===== config.mk =====
export PLATFORM = sky130hd
export DESIGN_NAME = mitec2_dram_seq
export DESIGN_NICKNAME = d
export VERILOG_FILES = /design/src/rtl/mitec2_dram_seq.sv
export SDC_FILE = /design/constraint.sdc
export NUM_CORES = 1
export LEC_CHECK = 0
export ABC_AREA = 1
export CELL_PAD_IN_SITES_DETAIL_PLACEMENT = 1
export CELL_PAD_IN_SITES_GLOBAL_PLACEMENT = 2
export CORE_MARGIN = 5
export CORE_UTILIZATION = 35
export CTS_CLUSTER_SIZE = 24
export DETAILED_ROUTE_END_ITERATION = 6
export PLACE_DENSITY_LB_ADDON = 0.08
export SYNTH_ARGS = -nofsm -noshare
export SYNTH_HDL_FRONTEND = slang
export SYNTH_SLANG_ARGS = --single-unit

===== constraint.sdc =====
create_clock -name CLK -period 2.3 [get_ports CLK]
set_clock_uncertainty 0.15 [all_clocks]
set_input_delay 0.345 -clock CLK [delete_from_list [all_inputs] [get_ports CLK]]
set_output_delay 0.345 -clock CLK [all_outputs]
set_load 0.05 [all_outputs]

===== src/rtl/mitec2_dram_seq.sv =====
// Clocked DRAM strobe sequencer for the mitec2 cartridge. It turns Z80 bus strobes into
// per-bank /RAS, /MUX and /CAS timing, plus RAS-only refresh and a debounced /NMI.
module mitec2_dram_seq #(
  parameter int NUM_BANKS   = 2,
  parameter int BANK_BITS   = 1,
  parameter int SYNC_STAGES = 2,
  parameter int T_RAS_MUX   = 2,
  parameter int T_MUX_CAS   = 2,
  parameter int T_PRECHARGE = 2,
  parameter int DEBOUNCE    = 16
) (
  input  logic                 CLK,
  input  logic                 RST_N,
  input  logic                 MREQ,
  input  logic                 RD,
  input  logic                 WR,
  input  logic                 RFSH,
  input  logic                 CSSRAM,
  input  logic [BANK_BITS-1:0] A_BANK,
  input  logic                 A7,
  input  logic                 NMIN,
  output logic [NUM_BANKS-1:0] RAS,
  output logic [NUM_BANKS-1:0] CAS,
  output logic                 MUX,
  output logic                 RAMA7,
  output logic                 NMI,
  output logic                 BUSY
);
  localparam int IW = BANK_BITS + 7;
  localparam int CW = $clog2(DEBOUNCE) + 1;
  localparam int TW = 8;

  typedef enum logic [2:0] {IDLE, ROW, COL, ACTIVE, REFRESH, PRE} state_t;

  logic [IW-1:0]        sync_q [SYNC_STAGES];
  logic                 mreq_s, rd_s, wr_s, rfsh_s, cs_s, a7_s, nmin_s, nmin_pre;
  logic [BANK_BITS-1:0] bank_s;

  // Every async input shares one synchroniser chain; reset parks it at "inactive".
  always_ff @(posedge CLK) begin
    if (!RST_N) begin
      for (int i = 0; i < SYNC_STAGES; i++) sync_q[i] <= '1;
    end else begin
      sync_q[0] <= {MREQ, RD, WR, RFSH, CSSRAM, A7, NMIN, A_BANK};
      for (int i = 1; i < SYNC_STAGES; i++) sync_q[i] <= sync_q[i-1];
    end
  end

  assign {mreq_s, rd_s, wr_s, rfsh_s, cs_s, a7_s, nmin_s, bank_s} = sync_q[SYNC_STAGES-1];
  assign nmin_pre = sync_q[SYNC_STAGES-2][BANK_BITS];

  state_t               state, state_n;
  logic [TW-1:0]        cnt, cnt_n;
  logic [BANK_BITS-1:0] bank, bank_n;
  logic                 rama7_lat, rama7_lat_n;
  logic                 access_req, refresh_req;
  logic [NUM_BANKS-1:0] ras_n, cas_n;
  logic                 mux_n, rama7_n;

  assign access_req  = !mreq_s && rfsh_s && !cs_s && (rd_s != wr_s);
  assign refresh_req = !mreq_s && !rfsh_s;

  always_comb begin
    state_n     = state;
    cnt_n       = cnt;
    bank_n      = bank;
    rama7_lat_n = rama7_lat;
    case (state)
      IDLE: begin
        cnt_n = '0;
        if (access_req) begin
          state_n     = ROW;
          bank_n      = bank_s;
          rama7_lat_n = a7_s & rfsh_s;
        end else if (refresh_req) begin
          state_n = REFRESH;
        end
      end
      ROW: begin
        if (mreq_s) begin
          state_n = PRE;
          cnt_n   = '0;
        end else if (cnt == TW'(T_RAS_MUX - 1)) begin
          state_n = COL;
          cnt_n   = '0;
        end else begin
          cnt_n = cnt + TW'(1);
        end
      end
      COL: begin
        // An abort here must win over the step to ACTIVE so CAS never pulses.
        if (mreq_s) begin
          state_n = PRE;
          cnt_n   = '0;
        end else if (cnt == TW'(T_MUX_CAS - 1)) begin
          state_n = ACTIVE;
          cnt_n   = '0;
        end else begin
          cnt_n = cnt + TW'(1);
        end
      end
      ACTIVE: begin
        if (mreq_s) begin
          state_n = PRE;
          cnt_n   = '0;
        end
      end
      REFRESH: begin
        if (mreq_s || rfsh_s) begin
          state_n = PRE;
          cnt_n   = '0;
        end
      end
      PRE: begin
        if (cnt == TW'(T_PRECHARGE - 1)) begin
          state_n = IDLE;
          cnt_n   = '0;
        end else begin
          cnt_n = cnt + TW'(1);
        end
      end
      default: begin
        state_n = IDLE;
        cnt_n   = '0;
      end
    endcase
  end

  // Strobes are decoded from the next state so they register on the same edge as the transition.
  always_comb begin
    ras_n   = '1;
    cas_n   = '1;
    mux_n   = 1'b1;
    rama7_n = 1'b0;
    case (state_n)
      ROW: ras_n[bank_n] = 1'b0;
      COL: begin
        ras_n[bank_n] = 1'b0;
        mux_n         = 1'b0;
        rama7_n       = rama7_lat_n;
      end
      ACTIVE: begin
        ras_n[bank_n] = 1'b0;
        cas_n[bank_n] = 1'b0;
        mux_n         = 1'b0;
        rama7_n       = rama7_lat_n;
      end
      REFRESH: ras_n = '0;
      default: ;
    endcase
  end

  always_ff @(posedge CLK) begin
    if (!RST_N) begin
      state     <= IDLE;
      cnt       <= '0;
      bank      <= '0;
      rama7_lat <= 1'b0;
      RAS       <= '1;
      CAS       <= '1;
      MUX       <= 1'b1;
      RAMA7     <= 1'b0;
      BUSY      <= 1'b0;
    end else begin
      state     <= state_n;
      cnt       <= cnt_n;
      bank      <= bank_n;
      rama7_lat <= rama7_lat_n;
      RAS       <= ras_n;
      CAS       <= cas_n;
      MUX       <= mux_n;
      RAMA7     <= rama7_n;
      BUSY      <= (state_n != IDLE);
    end
  end

  logic [CW-1:0] db_cnt, db_cnt_n;

  // Change detection looks one stage ahead so the stability count starts as the level emerges.
  always_comb begin
    if (nmin_pre != nmin_s)              db_cnt_n = '0;
    else if (db_cnt == CW'(DEBOUNCE))    db_cnt_n = db_cnt;
    else                                 db_cnt_n = db_cnt + CW'(1);
  end

  always_ff @(posedge CLK) begin
    if (!RST_N) begin
      db_cnt <= '0;
      NMI    <= 1'b1;
    end else begin
      db_cnt <= db_cnt_n;
      if (db_cnt_n == CW'(DEBOUNCE)) NMI <= nmin_s;
    end
  end
endmodule


==> results.md <==
* Diode count at 0
* Met3 Use GR at 3.33%
* Arrival time worst endpoint at around 1.4 ns
* Gr usage total at about an eighth
* R2r startpoint: cnt[1]
* Layout cell share with drive strength beyond 1 at a little under a fifth
* Core area at 4820 um^2
* TritonRoute pass-1 iters at 4
* Worst setup path category: reg -> out
* P_leak at approximately 0.95 nW
* Total CTS buffers at 5
* Avg WL per Cell at 11.6 um
* Synth-to-layout area growth at 19.0%
* Root buffer cell: clkbuf_8
* Grt peak-use layer: met2
* Htree depth at 2
* Critical path capture point type: output port
* Half-perimeter wire length after placement at roughly 2900 um
* Buf/Inv on CP at 1
* Die Height at roughly 80 um
* Worst slack at placement at around 0.42 ns
* Crit share post-route at 84.0%
* Die W at approximately 80 um
* Netlist cell types at 30
* DR iter-0 viols at 29
* Ys flop type: dfxtp_1
* Leading area contributor after synthesis: dfxtp_1
* Via density at between 4 and 5
* Drt drc at 0
* Max Cap Violations at 0
* Unrepaired setup endpoints after global routing: false
* Max-slew headroom at approximately 58%
* Yosys warns at 0
* Post-synth net total at 239
* CP top delay family: buffers and inverters
* Period minus WS final at about 1.9 ns
* Met1 Track Usage GR at 15.4%
* Final hold vios at 0
* Antenna Violating Nets Remaining at 0
* Final Max Slew Viols at 0
* CP Cell Sequence: clkdlybuf4s50_1
* Largest net degree at the start of global routing at 27
* Top cells by count, synth: 42 x dfxtp_1, 40 x nand2_1, 31 x nor2_1, 23 x inv_1, 21 x nand3_1
* Flip-flop and latch count after synthesis at 42
* Total Power at 0.00165 W
* Ys async rst share at 0%
* # IOs at 18
* CTS max path bufs at 2
* Worst vdd ir at between 300 and 400 uV
* Mean post-synth cell area at 7.87 um^2
* Mapped Area at 1770 um^2
* Starting density of the core at a little under two fifths
* Critical Path Slowest Stage Cell: clkdlybuf4s50_1
* Status: finished clean
* Grt ovf at 0
* GRT met2 Usage at a little under a quarter
* Final Setup Violations at 0
* First-pass GRT wire length at between 6000 and 7000 um
* CTS tree: built
* Post-CTS Resized at 0
* Worst Hold Class: reg -> reg
* Rows at 25
* Sink Count at 42
* Skew-Pair Late Insertion Delay at roughly 0.29 ns
* Register area share after synthesis at between 40% and 50%
* Vias in the first global route at between 1000 and 1500
* Synthesized instance count at about 230
* Final TNS setup at 0 ns
* Post-CTS Setup Bufs at 0
* Worst-margin pin slew at between 0.6 and 0.7 ns
* Setup slack, reg-to-reg at 0.54 ns
* Routability cong. at around 0.87
* Crit path to: NMI
* Die ar. at 6580 um^2
* Most frequent cell after synthesis: dfxtp_1
* Hold-fix buffers, CTS at 0
* Crit path from: NMI
* Synth top area cells: dfxtp_1 47%, nand2_1 8.5%, nor2_1 6.6%
* Nets at roughly 260
* Number of enable flip-flop cells after synthesis at 0
* Initial antenna violation count at 0
* Worst-path clk slew at roughly 0.090 ns
* Final wirelength at around 3600 um
* Max FO, Critical Path at 2
* Setup WS post-layout at roughly 0.37 ns
* P per Cell Area at ~780 nW/um^2
* Top-area cell type share of the netlist area at between 40% and 50%
* Reg-to-reg endpoint: cnt[4]
* Worst path depth at 1
* Slowest Stage Delay on Critical Path at ~0.8 ns
* Crit start category: flip-flop
* Vias at about 1400
* Worst R2R Path Depth at 10
* Port bufs at 17
* Fmax at between 0.5 and 0.6 GHz
* Req. time, crit path at roughly 1.8 ns
[area by class of cell]
cell class / instances / area (um^2)
clock buffer: 5 / 68.8
clock inverter: 3 / 25.0
fill: 611 / 2710
inverter: 30 / 113
multi-input combinational: 150 / 800
sequential: 42 / 841
tap: 67 / 83.8
timing repair buffer: 18 / 178
[per-stage QoR]
stage,util [%],hold slack (ns),instance area (um^2),instances
after floorplan,-,0.243,1770,225
after CTS,43.8,0.272,2110,315
after global placement,41.8,0.250,2010,307
after global routing,43.8,0.291,2110,315
final,43.8,0.273,2110,315
after detailed placement,41.8,0.251,2010,307
[sequential cells by signal, indices dropped and copies added (netlist names)]
name and flops:
state 3, RAMA7 1, rama7_lat 1, NMI 1, sync_q 16, bank 1, db_cnt 5, RAS 2
MUX 1, cnt 8, CAS 2, BUSY 1
[logic make-up after synthesis]
group | Yosys count | share of synthesized area (%)
simple gates | 127 | 34.7
mux | 1 | 0.565
fa+ha+maj | 4 | 2.82
xor+xnor | 4 | 1.98
flops | 42 | 47.5
compound gates | 14 | 5.08
buf+inv | 33 | 7.42
[routing by layer]
layer | up-vias | routed length (um) | share of wire [%]
met5 | - | 0 | 0
li1 | 740 | - | -
met4 | 0 | 44 | 1.2
met3 | 5 | 113 | 3.1
met2 | 15 | 1870 | 51
met1 | 652 | 1620 | 44
[how the worst min path moves through the flow]
stage	startpoint	endpoint	slack, ns	cells after the start
global route	sync_q[0][3]	sync_q[0][11]	0.29	1
floorplan	sync_q[0][2]	sync_q[0][10]	0.24	1
CTS	sync_q[0][6]	sync_q[0][14]	0.27	1
finish	sync_q[0][5]	sync_q[0][13]	0.27	1
detailed placement	sync_q[0][6]	sync_q[0][14]	0.25	1
global placement	sync_q[0][5]	sync_q[0][13]	0.25	1
[report_power, final]
group	leakage [nW]	switching [W]	total (W)	internal, W
clock network	0.0447	0.000267	0.000486	0.000219
logic	0.558	0.000215	0.000347	0.000132
registers	0.344	0.0000409	0.000814	0.000773
total	0.947	0.000523	0.00165	0.00112
[cells in the final DEF, fill, tap and decap left out, drive strengths merged]
master and count:
nand3 23, xnor2 2, nand2 43, xor2 2
clkinvlp 1, nor2 33, nor3 6, or2 19
a21o 1, o22ai 1, clkbuf 5, and3 1
nand4 1, o21ai 6, o21bai 1, dfxtp 42
buf 1, clkdlybuf4s50 17, mux2i 1, nand3b 1
clkinv 1, a21oi 5, inv 31, ha 4
Note: power is estimated with default switching activity, not from simulation.
